==> src/rtl/t20_sdram_ctrl.sv <==
// Single-word SDRAM controller for the GW2AR-18 embedded 64 Mbit x32 SDRAM.
// Runs power-up init and auto-refresh, and serves one read/write per request.
module t20_sdram_ctrl #(
  parameter int unsigned INIT_CYCLES  = 25000,
  parameter int unsigned REF_INTERVAL = 975,
  parameter int unsigned CAS_LAT      = 2,
  parameter int unsigned T_RP         = 3,
  parameter int unsigned T_RCD        = 3,
  parameter int unsigned T_RC         = 9,
  parameter int unsigned T_WR         = 2,
  parameter int unsigned T_MRD        = 2
) (
  input  logic        clk_i,
  input  logic        rst_ni,
  input  logic        lock_i,
  input  logic        req_i,
  input  logic        we_i,
  input  logic [20:0] addr_i,
  input  logic [31:0] wdata_i,
  input  logic [3:0]  wmask_i,
  output logic [31:0] rdata_o,
  output logic        ack_o,
  output logic        ready_o,
  output logic        sdram_cke_o,
  output logic        sdram_cs_n_o,
  output logic        sdram_ras_n_o,
  output logic        sdram_cas_n_o,
  output logic        sdram_we_n_o,
  output logic [1:0]  sdram_ba_o,
  output logic [10:0] sdram_a_o,
  output logic [3:0]  sdram_dqm_o,
  output logic [31:0] dq_o,
  output logic        dq_oe_o,
  input  logic [31:0] dq_i
);

  localparam int unsigned RdEndI = (T_RC > T_RCD + CAS_LAT + 2) ? T_RC : T_RCD + CAS_LAT + 2;
  localparam int unsigned WrEndI = (T_RC > T_RCD + 1 + T_WR + T_RP) ? T_RC : T_RCD + 1 + T_WR + T_RP;

  localparam logic [15:0] InitCnt = 16'(INIT_CYCLES);
  localparam logic [15:0] RefLast = 16'(REF_INTERVAL - 1);
  localparam logic [15:0] Trp     = 16'(T_RP);
  localparam logic [15:0] Trc     = 16'(T_RC);
  localparam logic [15:0] RcLast  = 16'(T_RC - 1);
  localparam logic [15:0] Tmrd    = 16'(T_MRD);
  localparam logic [15:0] Trcd    = 16'(T_RCD);
  localparam logic [15:0] RdData  = 16'(T_RCD + CAS_LAT + 1);
  localparam logic [15:0] RdLast  = 16'(RdEndI - 1);
  localparam logic [15:0] WrAck   = 16'(T_RCD + 1);
  localparam logic [15:0] WrLast  = 16'(WrEndI - 1);
  localparam logic [10:0] ModeReg = {4'b0000, 3'(CAS_LAT), 1'b0, 3'b000};

  // {cs_n, ras_n, cas_n, we_n}
  localparam logic [3:0] CmdNop = 4'b1111;
  localparam logic [3:0] CmdAct = 4'b0011;
  localparam logic [3:0] CmdRd  = 4'b0101;
  localparam logic [3:0] CmdWr  = 4'b0100;
  localparam logic [3:0] CmdPre = 4'b0010;
  localparam logic [3:0] CmdRef = 4'b0001;
  localparam logic [3:0] CmdMrs = 4'b0000;

  typedef enum logic [3:0] {
    StWaitLock, StInitWait, StInitPre, StInitRef1, StInitRef2,
    StInitMrs, StIdle, StRefresh, StRead, StWrite
  } state_e;

  state_e      state_q, state_d;
  logic [15:0] cnt_q, cnt_d, ref_cnt_q, ref_cnt_d;
  logic        ref_pend_q, ref_pend_d, cke_q, cke_d, dq_oe_q, dq_oe_d;
  logic        ack_q, ack_d, ready_q, ready_d;
  logic [3:0]  cmd_q, cmd_d, dqm_q, dqm_d;
  logic [1:0]  ba_q, ba_d;
  logic [10:0] a_q, a_d;
  logic [31:0] dq_q, dq_d, rdata_q, rdata_d;

  // cnt_q holds the index of the cycle whose pin values are being computed.
  always_comb begin
    state_d    = state_q;
    cnt_d      = cnt_q + 16'd1;
    ref_cnt_d  = ref_cnt_q + 16'd1;
    ref_pend_d = ref_pend_q;
    cke_d      = cke_q;
    cmd_d      = CmdNop;
    ba_d       = 2'd0;
    a_d        = 11'd0;
    dqm_d      = 4'hF;
    dq_d       = 32'd0;
    dq_oe_d    = 1'b0;
    rdata_d    = rdata_q;
    ack_d      = 1'b0;
    ready_d    = ready_q;

    case (state_q)
      StWaitLock: if (lock_i) begin
        cke_d   = 1'b1;
        state_d = StInitWait;
        cnt_d   = 16'd1;
      end
      StInitWait: if (cnt_q == InitCnt) begin
        cmd_d   = CmdPre;
        a_d     = 11'h400;
        state_d = StInitPre;
        cnt_d   = 16'd1;
      end
      StInitPre: if (cnt_q == Trp) begin
        cmd_d   = CmdRef;
        state_d = StInitRef1;
        cnt_d   = 16'd1;
      end
      StInitRef1: if (cnt_q == Trc) begin
        cmd_d   = CmdRef;
        state_d = StInitRef2;
        cnt_d   = 16'd1;
      end
      StInitRef2: if (cnt_q == Trc) begin
        cmd_d   = CmdMrs;
        a_d     = ModeReg;
        state_d = StInitMrs;
        cnt_d   = 16'd1;
      end
      StInitMrs: if (cnt_q == Tmrd) begin
        ready_d = 1'b1;
        state_d = StIdle;
      end
      StIdle: begin
        cnt_d = 16'd1;
        if (ref_pend_q) begin
          cmd_d      = CmdRef;
          ref_pend_d = 1'b0;
          state_d    = StRefresh;
        end else if (req_i) begin
          cmd_d   = CmdAct;
          ba_d    = addr_i[20:19];
          a_d     = addr_i[18:8];
          state_d = we_i ? StWrite : StRead;
        end
      end
      StRefresh: if (cnt_q == RcLast) state_d = StIdle;
      StRead: begin
        if (cnt_q == Trcd) begin
          cmd_d = CmdRd;
          ba_d  = addr_i[20:19];
          a_d   = {3'b100, addr_i[7:0]};
          dqm_d = 4'h0;
        end
        if (cnt_q == RdData) begin
          rdata_d = dq_i;
          ack_d   = 1'b1;
        end
        if (cnt_q == RdLast) state_d = StIdle;
      end
      StWrite: begin
        if (cnt_q == Trcd) begin
          cmd_d   = CmdWr;
          ba_d    = addr_i[20:19];
          a_d     = {3'b100, addr_i[7:0]};
          dqm_d   = ~wmask_i;
          dq_d    = wdata_i;
          dq_oe_d = 1'b1;
        end
        if (cnt_q == WrAck) ack_d = 1'b1;
        if (cnt_q == WrLast) state_d = StIdle;
      end
      default: state_d = StWaitLock;
    endcase

    if (!ready_q) begin
      ref_cnt_d = 16'd0;
    end else if (ref_cnt_q == RefLast) begin
      ref_cnt_d  = 16'd0;
      ref_pend_d = 1'b1;
    end

    // Losing PLL lock abandons everything, including an in-flight request.
    if (!lock_i) begin
      state_d    = StWaitLock;
      cnt_d      = 16'd0;
      ref_cnt_d  = 16'd0;
      ref_pend_d = 1'b0;
      cke_d      = 1'b0;
      cmd_d      = CmdNop;
      ba_d       = 2'd0;
      a_d        = 11'd0;
      dqm_d      = 4'hF;
      dq_d       = 32'd0;
      dq_oe_d    = 1'b0;
      ack_d      = 1'b0;
      ready_d    = 1'b0;
    end
  end

  always_ff @(posedge clk_i or negedge rst_ni) begin
    if (!rst_ni) begin
      state_q    <= StWaitLock;
      cnt_q      <= 16'd0;
      ref_cnt_q  <= 16'd0;
      ref_pend_q <= 1'b0;
      cke_q      <= 1'b0;
      cmd_q      <= CmdNop;
      ba_q       <= 2'd0;
      a_q        <= 11'd0;
      dqm_q      <= 4'hF;
      dq_q       <= 32'd0;
      dq_oe_q    <= 1'b0;
      rdata_q    <= 32'd0;
      ack_q      <= 1'b0;
      ready_q    <= 1'b0;
    end else begin
      state_q    <= state_d;
      cnt_q      <= cnt_d;
      ref_cnt_q  <= ref_cnt_d;
      ref_pend_q <= ref_pend_d;
      cke_q      <= cke_d;
      cmd_q      <= cmd_d;
      ba_q       <= ba_d;
      a_q        <= a_d;
      dqm_q      <= dqm_d;
      dq_q       <= dq_d;
      dq_oe_q    <= dq_oe_d;
      rdata_q    <= rdata_d;
      ack_q      <= ack_d;
      ready_q    <= ready_d;
    end
  end

  assign {sdram_cs_n_o, sdram_ras_n_o, sdram_cas_n_o, sdram_we_n_o} = cmd_q;
  assign sdram_cke_o = cke_q;
  assign sdram_ba_o  = ba_q;
  assign sdram_a_o   = a_q;
  assign sdram_dqm_o = dqm_q;
  assign dq_o        = dq_q;
  assign dq_oe_o     = dq_oe_q;
  assign rdata_o     = rdata_q;
  assign ack_o       = ack_q;
  assign ready_o     = ready_q;

endmodule

==> config.mk <==
export PLATFORM = sky130hd
export DESIGN_NAME = t20_sdram_ctrl
export DESIGN_NICKNAME = d
export VERILOG_FILES = /design/src/rtl/t20_sdram_ctrl.sv
export SDC_FILE = /design/constraint.sdc
export NUM_CORES = 1
export LEC_CHECK = 0
export BUFFER_PORTS_ARGS = -buffer_cell sky130_fd_sc_hd__buf_2
export CAP_MARGIN = 25
export CORE_MARGIN = 2
export CORE_UTILIZATION = 52
export CTS_BUF_LIST = sky130_fd_sc_hd__clkbuf_8
export DETAILED_ROUTE_END_ITERATION = 8
export GPL_ROUTABILITY_DRIVEN = 1
export PLACE_DENSITY_LB_ADDON = 0.05
export SYNTH_ARGS = -nofsm -noshare
export SYNTH_HDL_FRONTEND = slang
export SYNTH_SLANG_ARGS = --single-unit
==> constraint.sdc <==
create_clock -name clk_i -period 3.39 [get_ports clk_i]
set_clock_uncertainty 0.15 [all_clocks]
set_input_delay 0.339 -clock clk_i [delete_from_list [all_inputs] [get_ports clk_i]]
set_output_delay 0.339 -clock clk_i [all_outputs]
set_load 0.01 [all_outputs]
### Word-level counts from Yosys, hierarchy flattened

Index checks and enable logic that the tools add are counted.

* register bits after elaboration: 126
* bits in latches: 0
* bits in writable memories: 0
* ROM bits: 0
* input bits: 94
* output and inout bits: 89
* logic and storage cells: 116
* memories: 0

* add/subtract/negate cells: 2
* multiply operators: 0
* div/mod/pow operators: 0
* $lt $le $gt $ge: 0
* eq/ne operators: 27
* shift operators: 0
* multiplexer cells: 64
* bitwise gates (word level): 1
* reduce and logical (&&, ||, !) cells: 8

Operators by type and width (count)
* $mux 16: 7
* $mux 32: 3
* $mux 4: 21
* $pmux 16 s4: 1
* $mux 11: 5
* $pmux 11 s4: 1
* $add 16x1->16 const B: 2
* $eq 16x2->1 const B: 2
* $eq 16x3->1 const B: 2
* $eq 16x4->1 const B: 2
* $pmux 4 s8: 1
* $pmux 4 s7: 1
* $eq 16x10->1 const B: 1
* $eq 16x15->1 const B: 1
* $eq 4x3->1 const B: 4
* $mux 1: 16
* $ne 3x3->1 const B: 5
* $eq 4x2->1 const B: 2
* $eq 4x4->1 const B: 2
* $mux 2: 4
* $pmux 4 s2: 1
* $reduce_and 7->1: 1
* $mux 6: 1
* $ne 2x1->1 const B: 3
* other kinds (10): 13

### Longest topological paths before layout

Gate-level depths: netlist of run 1.

* word-level depth: 5
* gate-level depth with buffers: 9
* depth with buffers taken out: 8

### Worst setup path after synthesis of run 1

Ideal clock, no wire load.

* path type: register to register
* from: register cnt_q[2]
* to: register cmd_q[0]
* arrival time: 2.565 ns
* required time: 3.146 ns
* slack: 0.581 ns
* cell stages (with the launch flop): 7
* clock period less this slack: 2.809 ns
* cells stage by stage: dfrtp_1 > or4_4 > or4b_4 > or3b_4 > a21oi_2 > a21oi_1 > or4b_1

* cells in the longest elaborated chain, start to end: 4
* elaborated cells on any way between the ends: 8
* classes of those cells: eq/ne: 3; mux: 5

Ends and longest elaborated chain
* start: declaration: RTL line 68 `logic [15:0] cnt_q, cnt_d, ref_cnt_q, ref_cnt_d;`
* start signal: assignment: RTL line 210 `cnt_q <= cnt_d;`
* $eq 16x2->1, or another cell as far along: RTL line 153 `if (cnt_q == Trcd) begin`
* $mux 4, on equally long branches: RTL line 153, 115, 99
* $pmux 4 s7 (*): RTL line 93 `case (state_q)`
* $mux 4 (*): RTL line 175 `if (!lock_i) begin`
* net cmd_d[0]: RTL line 71 `logic [3:0] cmd_q, cmd_d, dqm_q, dqm_d;`
* end signal: assignment: RTL line 199 `cmd_q <= CmdNop;`
* end signal: assignment: RTL line 214 `cmd_q <= cmd_d;`
* end: declaration: RTL line 71

The timed path passes the listed nets; every way through them passes the cells marked *.
A chain may end at the register's enable or synchronous reset.

### Worst setup path in the final report of run 1

* from: register cnt_q[2]
* to: register a_q[7], in the netlist sdram_a_o[7]

* cells in the longest elaborated chain, start to end: 4

Ends and longest elaborated chain
* $eq 16x2->1: RTL line 140, 153
* $mux 11: RTL line 140, 153
* $pmux 11 s4: RTL line 93
* $mux 11: RTL line 175
* net a_d[7]: RTL line 73 `logic [10:0] a_q, a_d;`
* end signal: assignment: RTL line 201 `a_q <= 11'd0;`
* end signal: assignment: RTL line 216 `a_q <= a_d;`
* end: declaration: RTL line 73

The timed path passes the listed nets, and every way through them passes these cells.

==> out/metrics.csv, run 1 <==
metric,value,unit
LEAKAGE,0.00395,uW
Clock transition at path regs,70,ps
crit start category,flip-flop,
Net Switching,989,uW
Pint,2770,uW
Synth Warn #,0,
Via density,5.09,
Area growth syn-to-layout,43.6,%
share of cells above drive strength 1,36.7,%
WP buf/inv,2,
"Setup violations, final",0,
first-pass iteration count of the detailed router,4,
GR Util All Layers,26.9,%
Max rail drop VDD,0.266,mV
critical path arrival,3470,ps
Synth Register Bits,126,
FP Rows,37,
Mapped Area,5360,um2
worst path cell trace,or4_4 -> or4b_4 -> or3b_4 -> nor2_4 -> buf_6 -> a22oi_1 -> dlygate4sd3_1 -> nor2_1,
Comb power frac,16.1,%
GRT overflow,0,
initial antenna violation count,0,
final period utilization,96.0,%
core area,10200,um2
DRC viols,0,
DR iter-0 viols,328,
Antenna diodes,0,
maximum clock frequency,307,MHz
Synth cell types,59,
gpl congestion,0.946,
vias in the first global route,4650,
routed via count,4493,
I/O Pins,183,
max cap viols,0,
fillers,675,
RSZ-0062 raised after global routing,false,
Fin. Hold Viols,0,
"EDFF count, synth",0,
Post-DP Area,6450,um2
Async SR Flop Fraction,100,%
Crit Path Max Fanout,13,
Die Span Y,106,um
"antenna viol nets, final",0,
sequential-to-total area share from yosys stat,59.0,%
drt wl/cell,16.4,um
H-tree depth,4,
"most common cell after layout, fill and taps aside",buf_2,
pwr/cell area,488,nW/um2
critical path's largest stage delay,590,ps
Worst slew margin,46.1,%
outcome,finished clean,
"Design Area, Final",7700,um2
TritonCTS buffer count,17,
most frequent cells in the layout,"buf_2 (181), dfrtp_1 (118), dlygate4sd3_1 (78), nor2_1 (59), and2_1 (35)",
"Primary FF master, synth",dfrtp_1,
Worst setup EP type,flip-flop,
Top Family by Delay on Critical Path,simple AND/OR/NAND/NOR gates,
pin slew with the least headroom to its limit,809,ps
final setup TNS,0,ps
DIE AREA,11100,um2
"Req. time, crit path",3600,ps
Final HPWL DP,9.43,mm
overall routed net length,14.5,mm
Clock Latency Late Sink,430,ps
Starting Density,52.6,%
number of setup buffers added after CTS,0,
syn avg cell area,11.6,um2
Mapped Cells,464,
CTS max path bufs,2,
final slew viol count,0,
root buf cell,clkbuf_8,
largest net degree at the start of global routing,65,
CTS tree,yes,
x dimension of the die,106,um
Clk pwr share,40.1,%
first-pass GRT wire length,23.1,mm
critical path class,reg2reg,
post-route minimum period,3260,ps
Sw Share,26.3,%
port bufs,182,
Hold WC Path Type,in2reg,
slowest CP cell,or4_4,
syn nets,564,
Hold Worst Slack,28.3,ps
clk sinks,126,
sequential share of power,43.8,%
fin nets,833,
-- layer usage --
metal | share of wire [%] | vias up | track usage [%]
li1 | - | 2121 | -
met2 | 52 | 166 | 46.4
met4 | 2.6 | 0 | 10.6
met5 | 0 | - | 0
met3 | 6.2 | 34 | 7.42
met1 | 40 | 2172 | 32.0
-- power by group through the flow --
stage | registers (uW) | clock network (uW) | logic, uW
final | 1640 | 1510 | 605
after global routing | 1650 | 1600 | 667
after CTS | 1640 | 1530 | 602
after detailed placement | 1670 | 0 | 528
after global placement | 1670 | 0 | 523
after floorplan | 1640 | 0 | 357
-- flip-flops by register name, summed over array words and instances (netlist names), 2 cells and up --
name and count:
cmd_q 4, cnt_q 16, dq_o 32, rdata_o 32
ref_cnt_q 16, sdram_a_o 11, sdram_ba_o 2, sdram_dqm_o 4
state_q 4
-- through the flow --
step                      worst slack (ps)  utilization (%)  instances  power, uW
final                                  134             75.6        882       3760
after global routing                  13.9             75.6        882       3920
after CTS                             87.4             75.5        882       3770
after detailed placement               448             63.3        772       2200
after global placement                 489             63.3        772       2190
after floorplan                        581                -        464       1990
-- final cells by class --
type	instances	area [um2]	area share, %
well taps	136	170	2.21
repair buffers	269	1790	23.3
multi-input cells	306	2060	26.7
flip-flops and latches	126	3160	41.1
inverters	13	48.8	0.634
clock inverters	12	191	2.49
clock buffers	20	275	3.58
-- timing repair --
| action | in CTS | in global routing |
|---|---|---|
| endpoints found under the setup margin | 0 | 1 |
| gates resized for setup | 0 | 1 |
| hold endpoints to repair | 135 | 0 |
| hold buffers | 78 | 0 |
-- worst reg2reg max path, delay by kind of cell (launching register included) --
kind | cells | cell delay [ps]
AO/OA/AOI/OAI | 1 | 100
AND/OR/NAND/NOR | 5 | 1790
buffers and inverters | 2 | 720
flip-flops | 1 | 440
-- final timing paths --
check	startpoint	end	slack, ps	depth (start not counted)
hold / removal	addr_i[12]	sdram_a_o[4]$_DFF_PN0_	30	3
min in group asynchronous	rst_ni	dq_o[21]$_DFF_PN0_	380	2
setup reg to reg	cnt_q[2]$_DFF_PN0_	sdram_a_o[7]$_DFF_PN0_	130	8
hold reg to reg	rdata_o[27]$_DFFE_PN0N_	rdata_o[27]$_DFFE_PN0N_	360	1
max in group asynchronous	rst_ni	sdram_dqm_o[2]$_DFF_PN1_	1830	3
setup / recovery	cnt_q[2]$_DFF_PN0_	sdram_a_o[7]$_DFF_PN0_	130	8
-- cell usage after synthesis, drive strengths merged, types with 7 or more instances --
cell type | count | area, um2
nand4 | 7 | 43.8
clkbuf | 7 | 26.3
mux2 | 32 | 360
a21oi | 7 | 38.8
inv | 13 | 48.8
buf | 12 | 67.6
and2 | 35 | 219
dfrtp | 118 | 2950
nor2 | 61 | 236
o21ai | 12 | 60.1
and3 | 10 | 68.8
nor2b | 7 | 43.8
a22oi | 7 | 52.6
xnor2 | 11 | 96.3
nand3 | 20 | 100
nand2 | 21 | 78.8
xor2 | 17 | 149
dfstp | 8 | 210
-- logic make-up after synthesis --
logic type / Yosys count / synth area share, %
adders and majority gates: 6 / 1.40
AOI/OAI and AO/OA: 48 / 6.32
xor gates and xnor gates: 28 / 4.57
DFF: 126 / 59.0
muxes: 34 / 7.09
buffers and inverters: 32 / 2.66
and+or+nand+nor: 190 / 19.0
Power figures use the tool's default switching activity.
==> run 2, diff against run 1 <==
MAX_ROUTING_LAYER = met4   (was not set)
PLACE_DENSITY = 0.84   (was not set)
PLACE_DENSITY_LB_ADDON = not set   (was 0.05)
==> out/metrics.csv, run 2 (synthesized netlist as in run 1, its figures left out) <==
metric,value,unit,change
gpl congestion,0.955,,+0.97%
Fin. Hold Viols,0,,unchanged
largest net degree at the start of global routing,62,,-4.6%
total power,3350,uW,-11%
drt wl/cell,17.8,um,+8.4%
"most common cell after layout, fill and taps aside",buf_2,,
maximum clock frequency,332,MHz,+8.1%
final period utilization,88.8,%,-7.2 points
initial antenna violation count,1,,+1
RSZ-0062 raised after global routing,false,,
"antenna viol nets, final",0,,unchanged
outcome,finished clean,,
pin slew with the least headroom to its limit,970,ps,+162 ps
core area,10200,um2,unchanged
final setup TNS,0,ps,unchanged
Hold WC Path Type,in2reg,,
"Setup violations, final",0,,unchanged
first-pass GRT wire length,25.0,mm,+8.5%
vias in the first global route,4998,,+7.5%
TritonCTS buffer count,17,,unchanged
root buf cell,clkbuf_8,,
Max rail drop VDD,0.274,mV,+3.2%
GRT overflow,0,,unchanged
crit start category,flip-flop,,
post-cts gate resize count,0,,unchanged
Clock transition at path regs,70,ps,about the same
"Req. time, crit path",3560,ps,-40 ps
most frequent cells in the layout,"buf_2 (181), dfrtp_1 (118), dlygate4sd3_1 (76), nor2_1 (59), and2_1 (35)",,
FP Rows,37,,unchanged
LEAKAGE,0.00389,uW,-1.6%
DR iter-0 viols,312,,-4.9%
Crit Path Max Fanout,6,,-7
CTS max path bufs,2,,unchanged
Starting Density,52.6,%,unchanged
pwr/cell area,447,nW/um2,-8.4%
CTS tree,yes,,
max cap viols,0,,unchanged
H-tree depth,4,,unchanged
Worst slew margin,35.1,%,-11 points
critical path arrival,3190,ps,-280 ps
post-route minimum period,3010,ps,-244 ps
DRC viols,0,,unchanged
port bufs,182,,unchanged
DIE AREA,11100,um2,unchanged
Die Span Y,106,um,unchanged
Final HPWL DP,9.00,mm,-4.5%
Clock Latency Late Sink,440,ps,about the same
fin nets,830,,-0.36%
critical path class,reg2reg,,
final slew viol count,0,,unchanged
I/O Pins,183,,unchanged
share of cells above drive strength 1,36.3,%,-0.39 points
x dimension of the die,106,um,unchanged
Via density,5.44,,+6.8%
Area growth syn-to-layout,39.9,%,
routed via count,4787,,+6.5%
clk sinks,126,,unchanged
Worst setup EP type,flip-flop,,
GR Util All Layers,29.9,%,+3.0 points
overall routed net length,15.6,mm,+8.2%
first-pass iteration count of the detailed router,5,,+1
-- run 2: cell type report --
cell class / instances / area (um2)
Timing Repair Buffer: 266 / 1730
Fill cell: 622 / 2680
Multi-Input combinational cell: 306 / 2060
Tap cell: 136 / 170
Clock inverter: 13 / 62.6
Inverter: 13 / 48.8
Antenna cell: 1 / 2.50
Sequential cell: 126 / 3160
Clock buffer: 19 / 262
-- run 2: metrics by stage --
stage,util [%],area [um2],hold slack [ps],std cells,setup slack (ps)
detailed placement,63.0,6410,295,771,432
finish,73.6,7500,18.1,880,378
global route,73.6,7500,2.91,880,288
global placement,63.0,6410,288,771,489
floorplan,-,5360,-107,464,581
CTS,73.6,7500,6.15,879,417
-- run 2: what timing repair did --
item / CTS / global route
hold buffers: 76 / 0
setup buffers: 0 / 0
endpoints found under the hold margin: 129 / 0
-- run 2: final timing paths --
kind	startpoint	end	slack [ps]	cells past startpoint
min in group asynchronous	rst_ni	dq_o[13]$_DFF_PN0_	350	2
min	dq_i[3]	rdata_o[3]$_DFFE_PN0N_	20	2
max in group asynchronous	rst_ni	rdata_o[3]$_DFFE_PN0N_	1790	3
max reg2reg	cnt_q[2]$_DFF_PN0_	state_q[2]$_DFFE_PN0P_	380	6
min reg2reg	rdata_o[23]$_DFFE_PN0N_	rdata_o[23]$_DFFE_PN0N_	350	1
max	cnt_q[2]$_DFF_PN0_	state_q[2]$_DFFE_PN0P_	380	6
-- run 2: report_power, final --
part	leakage [uW]	total [uW]	switching (uW)	internal, uW
sequential	0.00173	1650	91.2	1560
clock	0.000195	1090	567	521
combinational	0.00197	611	337	274
-- run 2: metal layers --
layer | wire (um) | GRT usage, %
met1 | 5690 | 31.7
met2 | 8250 | 51.9
met3 | 1090 | 8.97
met4 | 614 | 12.7
met5 | 0 | -
-- run 2: worst max-delay path, cell delays in order (launching register included) --
cell,delay [ps]
dfrtp_1,460
or4_4,590
or4_2,730
a21oi_1,190
nand4_1,270
o31a_1,330
o21a_1,180
